File: config.mk
export PLATFORM = sky130hd
export DESIGN_NAME = load_store_unit
export DESIGN_NICKNAME = d
export VERILOG_FILES = /design/src/rtl/load_store_unit.sv
export SDC_FILE = /design/constraint.sdc
export NUM_CORES = 1
export LEC_CHECK = 0
export ABC_CLOCK_PERIOD_IN_PS = 2150
export BUFFER_PORTS_ARGS = -buffer_cell sky130_fd_sc_hd__buf_4
export CAP_MARGIN = 20
export CORE_UTILIZATION = 40
export DETAILED_ROUTE_END_ITERATION = 12
export GPL_TIMING_DRIVEN = 1
export MAX_ROUTING_LAYER = met4
export PLACE_DENSITY = 0.64
export REMOVE_ABC_BUFFERS = 1
export SYNTH_ARGS = -nofsm -noshare
export SYNTH_HDL_FRONTEND = slang
export SYNTH_SLANG_ARGS = --single-unit
File: constraint.sdc
create_clock -name clk -period 2.15 [get_ports clk]
set_input_delay 0 -clock clk [delete_from_list [all_inputs] [get_ports clk]]
set_output_delay 0 -clock clk [all_outputs]
set_load 0.005 [all_outputs]
File: src/rtl/load_store_unit.sv
// Load/store unit: single-outstanding request initiator for a word-addressed data memory.
// Sub-word loads extract and extend a lane; sub-word stores do read-modify-write.
module load_store_unit #(
  parameter int unsigned ADDR_BITS = 10
) (
  input  logic        clk,
  input  logic        rst_n,
  input  logic        req_valid,
  output logic        req_ready,
  input  logic        req_write,
  input  logic [1:0]  req_size,
  input  logic        req_signed,
  input  logic [31:0] req_addr,
  input  logic [31:0] req_wdata,
  output logic        resp_valid,
  output logic [31:0] resp_rdata,
  output logic        resp_misaligned,
  output logic        resp_oob,
  output logic [31:0] mem_address,
  output logic [31:0] mem_write_data,
  output logic        mem_write,
  output logic        mem_read,
  input  logic [31:0] mem_read_data
);

  typedef enum logic [1:0] {
    S_IDLE  = 2'd0,
    S_READ  = 2'd1,
    S_WRITE = 2'd2,
    S_RESP  = 2'd3
  } state_t;

  localparam logic [1:0] SZ_BYTE = 2'b00;
  localparam logic [1:0] SZ_HALF = 2'b01;
  localparam logic [1:0] SZ_WORD = 2'b10;

  state_t      r_state;
  state_t      w_next;

  logic        r_write;
  logic [1:0]  r_size;
  logic        r_signed;
  logic [31:0] r_addr;
  logic [31:0] r_wdata;
  logic [31:0] r_mem_wdata;
  logic [31:0] r_rdata;
  logic        r_mis;
  logic        r_oob;

  logic        w_accept;
  logic        w_mis;
  logic        w_oob;
  logic [4:0]  w_shamt;
  logic [31:0] w_lane;
  logic [31:0] w_load_val;
  logic [31:0] w_mask;
  logic [31:0] w_merged;

  assign w_accept = req_valid & req_ready;

  // Request checks on the live request; only meaningful at the accept edge.
  always_comb begin
    w_mis = 1'b0;
    case (req_size)
      SZ_BYTE: w_mis = 1'b0;
      SZ_HALF: w_mis = req_addr[0];
      SZ_WORD: w_mis = (req_addr[1:0] != 2'b00);
      default: w_mis = 1'b1;
    endcase
  end

  assign w_oob = ((req_addr >> ADDR_BITS) != '0);

  // Lane shift is valid for halves/words too because accepted requests are aligned.
  assign w_shamt = {r_addr[1:0], 3'b000};
  assign w_lane  = mem_read_data >> w_shamt;

  always_comb begin
    w_load_val = w_lane;
    case (r_size)
      SZ_BYTE: w_load_val = {{24{r_signed & w_lane[7]}}, w_lane[7:0]};
      SZ_HALF: w_load_val = {{16{r_signed & w_lane[15]}}, w_lane[15:0]};
      default: w_load_val = w_lane;
    endcase
  end

  always_comb begin
    w_mask = '0;
    case (r_size)
      SZ_BYTE: w_mask = 32'h0000_00FF << w_shamt;
      SZ_HALF: w_mask = 32'h0000_FFFF << w_shamt;
      default: w_mask = '1;
    endcase
  end

  assign w_merged = (mem_read_data & ~w_mask) | ((r_wdata << w_shamt) & w_mask);

  // State register
  always_ff @(posedge clk) begin
    if (!rst_n) begin
      r_state <= S_IDLE;
    end else begin
      r_state <= w_next;
    end
  end

  // Next-state logic
  always_comb begin
    w_next = r_state;
    case (r_state)
      S_IDLE: begin
        if (w_accept) begin
          if (w_mis || w_oob) begin
            w_next = S_RESP;
          end else if (req_write && (req_size == SZ_WORD)) begin
            w_next = S_WRITE;
          end else begin
            w_next = S_READ;
          end
        end
      end
      S_READ:  w_next = r_write ? S_WRITE : S_RESP;
      S_WRITE: w_next = S_RESP;
      S_RESP:  w_next = S_IDLE;
      default: w_next = S_IDLE;
    endcase
  end

  // Latched request and datapath registers
  always_ff @(posedge clk) begin
    if (!rst_n) begin
      r_write     <= 1'b0;
      r_size      <= '0;
      r_signed    <= 1'b0;
      r_addr      <= '0;
      r_wdata     <= '0;
      r_mem_wdata <= '0;
      r_rdata     <= '0;
      r_mis       <= 1'b0;
      r_oob       <= 1'b0;
    end else begin
      if (w_accept) begin
        r_write  <= req_write;
        r_size   <= req_size;
        r_signed <= req_signed;
        r_addr   <= req_addr;
        r_wdata  <= req_wdata;
        r_rdata  <= '0;
        r_mis    <= w_mis;
        r_oob    <= w_oob & ~w_mis;
        if (req_write && (req_size == SZ_WORD)) begin
          r_mem_wdata <= req_wdata;
        end
      end else if (r_state == S_READ) begin
        if (r_write) begin
          r_mem_wdata <= w_merged;
        end else begin
          r_rdata <= w_load_val;
        end
      end
    end
  end

  // Output logic; handshake and memory strobes are gated by reset combinationally
  always_comb begin
    req_ready       = 1'b0;
    mem_read        = 1'b0;
    mem_write       = 1'b0;
    resp_valid      = 1'b0;
    resp_misaligned = 1'b0;
    resp_oob        = 1'b0;
    case (r_state)
      S_IDLE:  req_ready = rst_n;
      S_READ:  mem_read  = rst_n;
      S_WRITE: mem_write = rst_n;
      S_RESP: begin
        resp_valid      = 1'b1;
        resp_misaligned = r_mis;
        resp_oob        = r_oob;
      end
      default: req_ready = 1'b0;
    endcase
  end

  assign resp_rdata     = r_rdata;
  assign mem_address    = {r_addr[31:2], 2'b00};
  assign mem_write_data = r_mem_wdata;

endmodule

# [Word level (Yosys, flattened, before mapping)]
# Index checks and enable logic that the tools add are counted.
[totals] word_cells=63 out_inout_bits=102 regBits=136
[op_classes] bitwise=11 n_mux=18 n_eq_ne=8 reduce_logical=12 n_shift=4
[op_table] operator="2-to-1 mux 32 bit" n=4
[op_table] operator="case mux 32 bit (2 select lines)" n=2
[op_table] operator="AND 32 bit" n=2
[op_table] operator="NOT 32 bit" n=1
[op_table] operator="bitwise OR 32 bit" n=1
[op_table] operator="nonzero test 32 bit" n=1
[op_table] operator="<< shifter 16 x 5 -> 32 bit (first input constant)" n=1
[op_table] operator="<< shifter 32 x 5 -> 32 bit" n=1
[op_table] operator="<< shifter 8 x 5 -> 32 bit (first input constant)" n=1
[op_table] operator="right shift 32 x 5 -> 32 bit" n=1
[op_table] operator="case mux 2 bit (4 select lines)" n=1
[op_table] operator="2-to-1 mux 1 bit" n=7
[op_table] operator="equality test 2 x 1 -> 1 bit (second input constant)" n=3
[op_table] operator="equality test 2 bit (second input constant)" n=3
[op_table] operator="logical NOT 2 bit" n=3
[op_table] operator="2-to-1 mux 2 bit" n=3
[op_table] operator="nonzero test 2 bit" n=3
[op_table] operator="AND 1 bit" n=4
[op_table] operator="NOT 1 bit" n=3
[op_table] operator="case mux 1 bit (3 select lines)" n=1
[op_table] operator="AND reduction 3 bit" n=1
[op_table] operator="!= test 2 x 1 -> 1 bit (second input constant)" n=1
[op_table] operator="!= test 2 bit (second input constant)" n=1
[op_table] operator="AND reduction 2 bit" n=1
[op_table] operator="other kinds (3)" n=3

# [Logic depth before layout (Yosys ltp)]
# Gate-level depths: netlist (run 1).
[depth] word_depth=8 depth_mapped=8 mapped_depth_nobuf=6

# [Worst setup path before layout (run 1)]
# No wires, ideal clock.
[synth_path] kind="register to register" startpoint="reg r_state[0]" endpoint="reg r_mem_wdata[16] (netlist: mem_write_data[16])" setup_ns=0.119 slack_ns=0.362 synth_period_minus_slack_ns=1.788 path_buffers=1 t_arrival_ns=1.669 required_ns=2.031 path_stages_with_launch=8 path_cell_list="dfxtp_1 inv_1 ha_1 and3_1 buf_4 nor2_1 o22ai_1 o221a_2"
[synth_between] elab_chain_cells=5 elab_cells_between_ends=9
[synth_rtl] item="start, declared" line="37" rtl="state_t r_state;"
[synth_rtl] item="start signal, assigned" line="103" rtl="r_state <= w_next;"
[synth_rtl] item="logical NOT 2 bit" line="172" rtl="case (r_state)"
[synth_rtl] item="2-to-1 mux 1 bit" line="172"
[synth_rtl] item="AND 1 bit" line="59" rtl="assign w_accept = req_valid & req_ready;"
[synth_rtl] item="!= test 2 x 1 -> 1 bit (no source line) / nonzero test 2 bit (equally long branches)"
[synth_rtl] item="AND reduction 3 bit (no source line)"
[synth_rtl] item="end signal, assigned" line="152" rtl="r_mem_wdata <= req_wdata;"
[synth_rtl] item="end signal, assigned" line="156" rtl="r_mem_wdata <= w_merged;"
[synth_rtl] item="end, declared" line="45" rtl="logic [31:0] r_mem_wdata;"
# Parallel ways exist; a longest one is shown, timed or not.
# A chain may end at the register's enable or synchronous reset.

# [Worst setup path in the final report (run 1)]
[layout_path] startpoint="reg r_state[0]" endpoint="reg r_mem_wdata[27] (netlist: mem_write_data[27])"
# Same word-level chain as after synthesis.

==> metrics.md, run 1 <==
| Metric | Value |
|---|---|
| Outcome | complete, no violations |
| Most frequent cells in the layout | buf_4, nand2_1, dfxtp_1 |
| Fmax | 499 MHz |
| Num rows | 47 |
| Cells after DPL | 1198 |
| Pin count of the biggest net entering global routing | 86 |
| # IOs | 205 |
| Post-route insts no fill | 1321 |
| Gr ovfl total | 0 |
| Post-synth EDFFs | 0 |
| Top delay family on crit path | simple AND/OR/NAND/NOR gates |
| Initial antenna violation count | 0 |
| CP arrival | 2.31 ns |
| Max_cap viols | 0 |
| P_leak | 4.36 nW |
| Post-synthesis sequential area ratio | 40.1% |
| Yosys reg bits | 136 |
| Final worst slack | 0.146 ns |
| Worst VDD drop | 0.594 mV |
| Layer with the highest usage | met2 |
| H-tree levels | 4 |
| Critical Path, Cell by Cell | inv_1 > ha_1 > and3_2 > buf_4 > nand2_1 > o21ai_0 > a31oi_1 |
| CP max-delay cell | dfxtp_1 |
| Post-Syn Area per Cell | 8.08 um^2 |
| Total Routing Usage GR | 28.5% |
| Worst Path Required | 2.45 ns |
| DRC | 0 |
| N_diodes | 0 |
| Power Total | 9.69 mW |
| First-pass GRT wire length | 37.9 mm |
| Vias per cell | 5.42 |
| Detailed placer's ending HPWL | 16.5 mm |
| Clock latency on the worst-skew pair | 0.42 ns |
| Worst min path class | primary input to register |
| Critical path type | register to register |
| Vias | 7156 |
| CTS Buf Count | 17 |
| Worst stage delay on the critical path | 0.34 ns |
| Mean routed wirelength per cell | 18.3 um |
| First-pass detailed-route iteration total | 7 |
| Place WS | 0.155 ns |
| Endpoints failing setup | 0 |
| WP buf/inv | 2 |
| Library cells used by synthesis | 51 |
| Maximum fanout along the worst path | 16 |
| Post-synth top area share | 40.1% |
| Clock Skews | 0.0107 ns |
| Die Y | 132 um |
| Seq. cell area | 2730 um^2 |
| Initial Util | 40.9% |
| Relative slew slack | 43.7% |
| Most area-hungry cell type in the Yosys netlist | dfxtp_1 |
| Clock sink count | 136 |
| Longest Clk Path Bufs | 2 |
| RSZ-0062 raised after global routing | false |
| Clk slew on worst S/H paths | 0.06 ns |
| Cell Pwr Density | 982 nW/um^2 |
| Detailed router's first-iteration violation count | 544 |
| Area of the multi-input gates | 3520 um^2 |
| Most common cell after layout, fill and taps aside | buf_4 |
| Synth warn | 0 |
| CTS tree | done |
| CTS Root Cell | clkbuf_16 |
| Final ANT Viol Nets | 0 |
| Cells after Synth | 840 |
| Hold slack | 0.0137 ns |
| Fin. max-slew vios | 0 |
| Die ar. | 17500 um^2 |
| Fillers | 1518 |
| Core Footprint | 16600 um^2 |
| Area Overhead vs Synth | 45.4% |
| Critical Path End Type | register |
| Routability cong. | 0.888 |
| Final min period | 2.00 ns |
| Share of layout cells above drive strength 1 | 27.4% |
| Met2 usage | 46.9% |
| Final setup TNS | 0 ns |
| DIE WIDTH | 132 um |
| R2R Setup Slk | 0.15 ns |
| Post-synth ARST share | 0% |
| M3 GR Usage | 5.77% |
| CP startpoint kind | register |
| Fin nets | 1197 |
| Period utilisation layout | 93.2% |
| Synthesized area | 6790 um^2 |
| Actual slew at the worst max-slew pin | 0.843 ns |
| Vias in the first global route | 7204 |
| Port Buffer Count | 202 |
| Final Hold Fails | 0 |
| M1 GR Usage | 35.5% |
| Post-synth top flop | dfxtp_1 |
| Post-Route WL | 24.2 mm |
| Top post-synthesis cells by area | dfxtp_1, nand2_1, mux2i_1 |
==> cells in the mapped netlist (2+ instances only) <==
cell type / number
o2bb2ai_1: 8
mux2i_1: 44
nor2b_1: 3
a31oi_1: 11
inv_1: 5
o221ai_1: 8
o32ai_1: 8
and2_1: 6
dfxtp_1: 136
buf_4: 35
nor3_1: 9
mux2_2: 16
nor3b_1: 8
a21oi_1: 51
o21ai_1: 2
o22ai_1: 8
nand4_1: 2
nand2b_1: 2
nor4_1: 5
buf_2: 18
clkbuf_1: 31
o21ai_0: 39
a22o_1: 8
nand3b_1: 2
a21boi_0: 2
buf_6: 3
nor2_1: 30
nand3_1: 79
o221a_2: 7
nand2_1: 185
a211oi_1: 9
buf_1: 12
a2bb2oi_1: 8
o211ai_1: 18
and3b_1: 2
ha_1: 5
==> metrics by stage <==
stage / instance area [um^2] / utilization [%]
3_3_place_gp: 8330 / 50.3
4_1_cts: 9860 / 59.5
3_5_place_dp: 8330 / 50.3
2_1_floorplan: 6240 / -
5_1_grt: 9870 / 59.5
6_report: 9870 / 59.5
==> metal layers <==
| layer | share of wire [%] | vias up |
|---|---|---|
| met5 | 0 | - |
| met4 | 1.3 | 0 |
| met3 | 7.1 | 27 |
| met2 | 48 | 320 |
| met1 | 44 | 3372 |
| li1 | - | 3437 |
==> worst min-delay path, cell delays in order <==
cell	delay, ns
buf_4	0.13
o2bb2ai_1	0.12
nand2_1	0.07
a21oi_1	0.07
==> final timing paths <==
check	start	endpoint	depth (start not counted)
max	r_state[0]$_SDFFE_PN0P_	mem_write_data[27]$_SDFFE_PN0P_	7
min	mem_read_data[19]	resp_rdata[11]$_SDFFE_PP0P_	4
max reg2reg	r_state[0]$_SDFFE_PN0P_	mem_write_data[27]$_SDFFE_PN0P_	7
min reg2reg	r_addr[24]$_SDFFE_PN0P_	r_addr[24]$_SDFFE_PN0P_	2
==> kinds of logic (layout without fill, tap and decap cells) <==
group           Yosys count  in the layout  synth area share (%)
compound gates          192            192                  18.9
simple gates            341            341                  22.2
buf+inv                 104            364                  8.35
flops                   136            136                  40.1
fa+ha+maj                 5              5                 0.922
mux                      61             61                  9.47
other cells               1              2                0.0552
==> report_power, final <==
group          switching, mW  internal, mW  total [mW]
clock                   1.14          1.88        3.02
combinational           1.75          1.51        3.26
sequential             0.377          3.03        3.41
==> state kept, by name, indices dropped and copies added (netlist names) <==
name	count
r_size	2
r_oob	1
r_state	2
resp_rdata	32
mem_write_data	32
r_mis	1
r_write	1
r_addr	32
r_signed	1
r_wdata	32
==> repair_timing <==
action                                 4_1_cts  5_1_grt
gates resized for setup                      0        2
setup endpoints to repair                    0        2
endpoints found under the hold margin      111        0
hold buffers                                92        0
setup buffers                                0        0
==> final cells by class <==
cell class	instances	share of cell area [%]
timing repair buffer	328	27.6
multi-input combinational	601	35.7
clock inverter	11	1.50
clock buffer	20	4.63
sequential	136	27.6
tap	220	2.79
inverter	5	0.190
Power figures use the tool's default switching activity.
==> run 2: changes to the inputs <==
Settings changed: ABC_CLOCK_PERIOD_IN_PS 2150 to 1650, PLACE_DENSITY 0.64 to 0.66, REMOVE_ABC_BUFFERS 1 to not set.
Clock period 2.15 ns to 1.65 ns, I/O delays scaled along.
==> metrics.md, run 2 (synthesis results as in run 1) <==
| Metric | Value |
|---|---|
| Clk slew on worst S/H paths | 0.06 ns (about the same) |
| RSZ-0062 raised after global routing | true (was false) |
| First-pass GRT wire length | 37.7 mm (was 37.9 mm) |
| Detailed placer's ending HPWL | 16.8 mm (was 16.5 mm) |
| Initial Util | 40.9% (unchanged) |
| Post-Route WL | 24.4 mm (was 24.2 mm) |
| Mean routed wirelength per cell | 18.1 um (was 18.3 um) |
| WP buf/inv | 3 (was 2) |
| # IOs | 205 (unchanged) |
| Worst stage delay on the critical path | 0.34 ns (about the same) |
| Most used cell, CP | buf_4 |
| Final Hold Fails | 0 (unchanged) |
| Max_cap viols | 0 (unchanged) |
| Critical Path End Type | register (unchanged) |
| Total Routing Usage GR | 28.2% (was 28.5%) |
| CP arrival | 1.91 ns (was 2.31 ns) |
| Worst min path class | primary input to register (unchanged) |
| Area Overhead vs Synth | 53.6% (was 45.4%) |
| Vias | 7331 (was 7156) |
| Cell Pwr Density | 1310 nW/um^2 (was 982 nW/um^2) |
| Routability cong. | 0.887 (was 0.888) |
| N_diodes | 0 (unchanged) |
| Fmax | 623 MHz (was 499 MHz) |
| Share of layout cells above drive strength 1 | 31.4% (was 27.4%) |
| Outcome | complete, no violations (unchanged) |
| Clock sink count | 136 (unchanged) |
| Maximum fanout along the worst path | 17 (was 16) |
| Top delay family on crit path | buffers and inverters (was simple AND/OR/NAND/NOR gates) |
| Port Buffer Count | 202 (unchanged) |
| Endpoints failing setup | 0 (unchanged) |
| Longest Clk Path Bufs | 2 (unchanged) |
| Final min period | 1.60 ns (was 2.00 ns) |
| Clock Skews | 0.00918 ns (was 0.0107 ns) |
| Fin. max-slew vios | 0 (unchanged) |
| Clock latency on the worst-skew pair | 0.42 ns (about the same) |
| Hold slack | 0.0137 ns (about the same) |
| Detailed router's first-iteration violation count | 518 (was 544) |
| Critical path type | register to register (unchanged) |
| P_leak | 4.60 nW (was 4.36 nW) |
| Die ar. | 17500 um^2 (unchanged) |
| First-pass detailed-route iteration total | 5 (was 7) |
| CP startpoint kind | register (unchanged) |
| Final design utilization | 62.9% (was 59.5%) |
| H-tree levels | 4 (unchanged) |
| Post-route insts no fill | 1347 (was 1321) |
| Vias in the first global route | 7087 (was 7204) |
| CTS Root Cell | clkbuf_16 (unchanged) |
| Gr ovfl total | 0 (unchanged) |
| Fin nets | 1222 (was 1197) |
| CTS tree | done (unchanged) |
| Most common cell after layout, fill and taps aside | buf_4 (unchanged) |
| Initial antenna violation count | 0 (unchanged) |
| Most frequent cells in the layout | buf_4, nand2_1, dfxtp_1 (unchanged) |
| DIE WIDTH | 132 um (unchanged) |
| Cells after DPL | 1221 (was 1198) |
| CP max-delay cell | dfxtp_2 (was dfxtp_1) |
| Core Footprint | 16600 um^2 (unchanged) |
| Worst Path Required | 1.95 ns (was 2.45 ns) |
| Num rows | 47 (unchanged) |
| Period utilisation layout | 97.2% (was 93.2%) |
| Die Y | 132 um (unchanged) |
| DRC | 0 (unchanged) |
| Vias per cell | 5.44 (was 5.42) |
| Pin count of the biggest net entering global routing | 50 (was 86) |
| Critical Path, Cell by Cell | inv_2 > ha_4 > and3_4 > buf_4 > buf_4 > a211oi_1 > o32ai_2 (was inv_1 > ha_1 > and3_2 > buf_4 > nand2_1 > o21ai_0 > a31oi_1) |
| Final ANT Viol Nets | 0 (unchanged) |
| Worst VDD drop | 0.804 mV (was 0.594 mV) |
| CTS Buf Count | 17 (unchanged) |
-- run 2: changes by cell type in the layout (fill, tap and decap cells not counted), moves of 3 or more --
| cell | previous run | this run |
|---|---|---|
| buf_4 | 233 | 248 |
| a211oi_1 | 9 | 6 |
| dfxtp_1 | 134 | 131 |
| bufinv_16 | 3 | 6 |
| a211oi_2 | 0 | 3 |
| o32ai_2 | 0 | 7 |
| o32ai_1 | 8 | 1 |
| clkinvlp_4 | 4 | 1 |
| buf_12 | 2 | 11 |
| clkinv_4 | 1 | 4 |
-- run 2: through the flow --
stage          setup WS, ns  instance area (um^2)  setup TNS [ns]  power (mW)
2_1_floorplan       0.00832                  6820               0        6.92
3_3_place_gp        -0.0791                  8620           -1.00        8.81
4_1_cts            -0.00391                 10300        -0.00981        13.5
3_5_place_dp        -0.0918                  8620           -2.29        8.85
6_report             0.0461                 10400               0        13.7
5_1_grt             -0.0175                 10400         -0.0297        14.3
-- run 2: where the power goes --
group          switching (mW)  internal (mW)
combinational            2.46           2.37
sequential              0.500           3.96
clock                    1.54           2.85
total                    4.50           9.17
-- run 2: timing repair --
item	CTS	global route
hold buffers	91	0
setup buffers	1	1
pin swaps	1	5
hold endpoints to repair	107	0
gates cloned	0	1
gates resized for setup	10	26
endpoints found under the setup margin	40	55
-- run 2: routing by layer --
layer,GRT usage (%),up-vias,wire (um),share of wire [%]
li1,-,3492,-,-
met1,35.1,3481,10500,43
met2,45.6,317,11600,48
met3,5.31,41,1720,7.1
met4,9.58,0,556,2.3
met5,-,-,0,0
-- run 2: area by class of cell --
type / instances / area (um^2)
clock buffers: 18 / 429
well taps: 220 / 275
multi-input cells: 601 / 3690
flip-flops and latches: 136 / 2730
fillers: 1453 / 6160
inverters: 5 / 18.8
repair buffers: 353 / 3040
clock inverters: 14 / 245
-- run 2: path summary, 6_finish.rpt --
check,from,slack (ns),end,cells past startpoint
worst max-delay path,r_state[0]$_SDFFE_PN0P_,0.05,mem_write_data[2]$_SDFFE_PN0P_,7
worst min-delay path,mem_read_data[16],0.01,resp_rdata[8]$_SDFFE_PP0P_,4
worst max register to register,r_state[0]$_SDFFE_PN0P_,0.05,mem_write_data[2]$_SDFFE_PN0P_,7
worst min register to register,r_addr[10]$_SDFFE_PN0P_,0.45,r_addr[10]$_SDFFE_PN0P_,2
-- run 2: worst reg2reg max path, delay by kind of cell, from the launching register on --
family	cells	cell delay, ns
flip-flops	1	0.34
AND/OR/NAND/NOR	1	0.17
adder cells (fa/ha/maj)	1	0.15
AO/OA/AOI/OAI	2	0.38
buffers and inverters	3	0.45
==> run 3: changes to the inputs <==
Settings changed: CELL_PAD_IN_SITES_DETAIL_PLACEMENT set to 0, CELL_PAD_IN_SITES_GLOBAL_PLACEMENT set to 1, CORE_UTILIZATION 40 to 34, GPL_TIMING_DRIVEN 1 to not set, PLACE_DENSITY 0.66 to 0.76, SKIP_CTS_REPAIR_TIMING set to 1.
==> metrics.md, run 3 (synthesis results as in run 1) <==
| Metric | Value |
|---|---|
| Post-Route WL | 25.2 mm (was 24.4 mm) |
| Vias in the first global route | 6533 (was 7087) |
| Reg-to-Reg End | mem_write_data[18]$_SDFFE_PN0P_ (was mem_write_data[2]$_SDFFE_PN0P_) |
| R2R Setup Slk | -0.08 ns (was 0.05 ns) |
| Mean routed wirelength per cell | 18.1 um (about the same) |
| Most frequent cells in the layout | buf_4, nand2_1, dfxtp_1 (unchanged) |
| Area Overhead vs Synth | 51.8% (was 53.6%) |
| Critical Path End Type | register (unchanged) |
| Vias per cell | 5.14 (was 5.44) |
| Die ar. | 20500 um^2 (was 17500 um^2) |
| Min-delay src | mem_read_data[13] (was mem_read_data[16]) |
| Initial antenna violation count | 0 (unchanged) |
| Sw Share | 34.1% (was 32.9%) |
| Final Hold Fails | 4 (was 0) |
| Port Buffer Count | 202 (unchanged) |
| Design area | 10300 um^2 (was 10400 um^2) |
| RSZ-0062 raised after global routing | true (unchanged) |
| Routability cong. | 0.926 (was 0.887) |
| Clk pwr share | 29.9% (was 32.1%) |
| WHS Path Cells | 3 (was 4) |
| Die Y | 143 um (was 132 um) |
| P_leak | 4.52 nW (was 4.60 nW) |
| Fin. max-slew vios | 0 (unchanged) |
| Place WS | -0.106 ns (was -0.0918 ns) |
| Combinational power share | 36.3% (was 35.3%) |
| Sequential share of power | 33.9% (was 32.6%) |
| Total Routing Usage GR | 24.3% (was 28.2%) |
| Period utilisation layout | 105% (was 97.2%) |
| Detailed router's first-iteration violation count | 474 (was 518) |
| Fillers | 1871 (was 1453) |
| Hold Path Sink | mem_write_data[13]$_SDFFE_PN0P_ (was resp_rdata[8]$_SDFFE_PP0P_) |
| Critical Path, Cell by Cell | inv_2 > ha_4 > and3_4 > mux2i_4 > buf_12 > buf_6 > buf_8 > o221a_2 (was inv_2 > ha_4 > and3_4 > buf_4 > buf_4 > a211oi_1 > o32ai_2) |
| CTS Root Cell | clkbuf_16 (unchanged) |
| Num rows | 51 (was 47) |
| Worst r2r src | r_state[0]$_SDFFE_PN0P_ (unchanged) |
| Cell Pwr Density | 1270 nW/um^2 (was 1310 nW/um^2) |
| Critical path type | register to register (unchanged) |
| Longest Clk Path Bufs | 2 (unchanged) |
| Worst VDD drop | 0.813 mV (was 0.804 mV) |
| Maximum fanout along the worst path | 8 (was 17) |
| Final worst slack | -0.0822 ns (was 0.0461 ns) |
| Vias | 7139 (was 7331) |
| N_diodes | 0 (unchanged) |
| Worst Path Required | 1.96 ns (was 1.95 ns) |
| Clk slew on worst S/H paths | 0.06 ns (about the same) |
| Worst stage delay on the critical path | 0.34 ns (about the same) |
| P_sw | 4.47 mW (was 4.50 mW) |
| First-pass detailed-route iteration total | 5 (unchanged) |
| Internal | 8.65 mW (was 9.17 mW) |
| Pin count of the biggest net entering global routing | 42 (was 50) |
| M1 GR Usage | 32.5% (was 35.1%) |
| # IOs | 205 (unchanged) |
| Final design utilization | 52.8% (was 62.9%) |
| Outcome | finished with violations (was complete, no violations) |
| First-pass GRT wire length | 36.6 mm (was 37.7 mm) |
| CTS tree | done (unchanged) |
| Initial Util | 34.8% (was 40.9%) |
| Clock sink count | 136 (unchanged) |
| Final ANT Viol Nets | 0 (unchanged) |
| DIE WIDTH | 143 um (was 132 um) |
| CP startpoint kind | register (unchanged) |
| Reg2Reg Depth | 8 (was 7) |
| CP arrival | 2.04 ns (was 1.91 ns) |
| Gr ovfl total | 0 (unchanged) |
| H-tree levels | 4 (unchanged) |
| M3 GR Usage | 4.60% (was 5.31%) |
| Share of layout cells above drive strength 1 | 31.8% (was 31.4%) |
| Placed Area | 8680 um^2 (was 8620 um^2) |
| Failing checks | hold timing, setup timing |
| Core Footprint | 19500 um^2 (was 16600 um^2) |
| Most common cell after layout, fill and taps aside | buf_4 (unchanged) |
| Fin nets | 1218 (was 1222) |
| DRC | 0 (unchanged) |
| Layer with the highest usage | met2 (unchanged) |
| Fmax | 577 MHz (was 623 MHz) |
| Endpoints failing setup | 24 (was 0) |
| Detailed placer's ending HPWL | 17.8 mm (was 16.8 mm) |
| Max_cap viols | 0 (unchanged) |
| Clock latency on the worst-skew pair | 0.42 ns (about the same) |
| Final min period | 1.73 ns (was 1.60 ns) |
| Hold slack | -0.0317 ns (was 0.0137 ns) |
| CTS Buf Count | 17 (unchanged) |
| Clock Skews | 0.00629 ns (was 0.00918 ns) |
| CP max-delay cell | dfxtp_2 (unchanged) |
| Met2 usage | 36.9% (was 45.6%) |
| Power Total | 13.1 mW (was 13.7 mW) |
| Worst min path class | primary input to register (unchanged) |
run 3: area by class of cell:
class / instances / area (um^2) / share of cell area [%]
multi-input combinational: 601 / 3660 / 35.5
timing repair buffer: 349 / 2960 / 28.8
sequential: 136 / 2730 / 26.5
clock buffer: 17 / 425 / 4.13
tap: 265 / 332 / 3.22
clock inverter: 15 / 179 / 1.74
inverter: 5 / 18.8 / 0.182
run 3: worst max-delay path by stage:
stage,endpoint,start,cells after the start,slack (ns)
floorplan,mem_write_data[0]$_SDFFE_PN0P_,r_state[0]$_SDFFE_PN0P_,7,0.008
global placement,mem_write_data[6]$_SDFFE_PN0P_,r_state[0]$_SDFFE_PN0P_,6,-0.01
detailed placement,mem_write_data[6]$_SDFFE_PN0P_,r_state[0]$_SDFFE_PN0P_,6,-0.11
CTS,mem_write_data[2]$_SDFFE_PN0P_,r_state[0]$_SDFFE_PN0P_,6,-0.12
global route,mem_write_data[3]$_SDFFE_PN0P_,r_state[0]$_SDFFE_PN0P_,7,-0.12
finish,mem_write_data[18]$_SDFFE_PN0P_,r_state[0]$_SDFFE_PN0P_,8,-0.08
run 3: critical path: cells and delay by family, from the launching register on:
family,cells,cell delay (ns)
AND/OR/NAND/NOR,1,0.21
buffers and inverters,4,0.43
adder cells (fa/ha/maj),1,0.16
multiplexers,1,0.20
AO/OA/AOI/OAI,1,0.26
flip-flops,1,0.34
run 3: per-stage QoR:
stage / std cells / setup TNS (ns)
final: 1388 / -0.972
after global placement: 1271 / -0.0423
after detailed placement: 1271 / -1.08
after global routing: 1388 / -2.69
after CTS: 1303 / -1.63
after floorplan: 841 / 0
run 3: metal layers:
metal / vias to the layer above / part of all wire, %
li1: 3488 / -
met1: 3342 / 46
met4: 0 / 2.1
met3: 37 / 5.7
met2: 272 / 47
met5: - / 0
run 3: power groups by stage:
stage,clock network (mW),registers (mW),logic (mW)
final,3.92,4.44,4.76
after global routing,4.14,4.51,5.19
after CTS,3.98,4.42,4.46
after detailed placement,0,4.48,4.42
after global placement,0,4.48,4.40
after floorplan,0,4.35,2.57
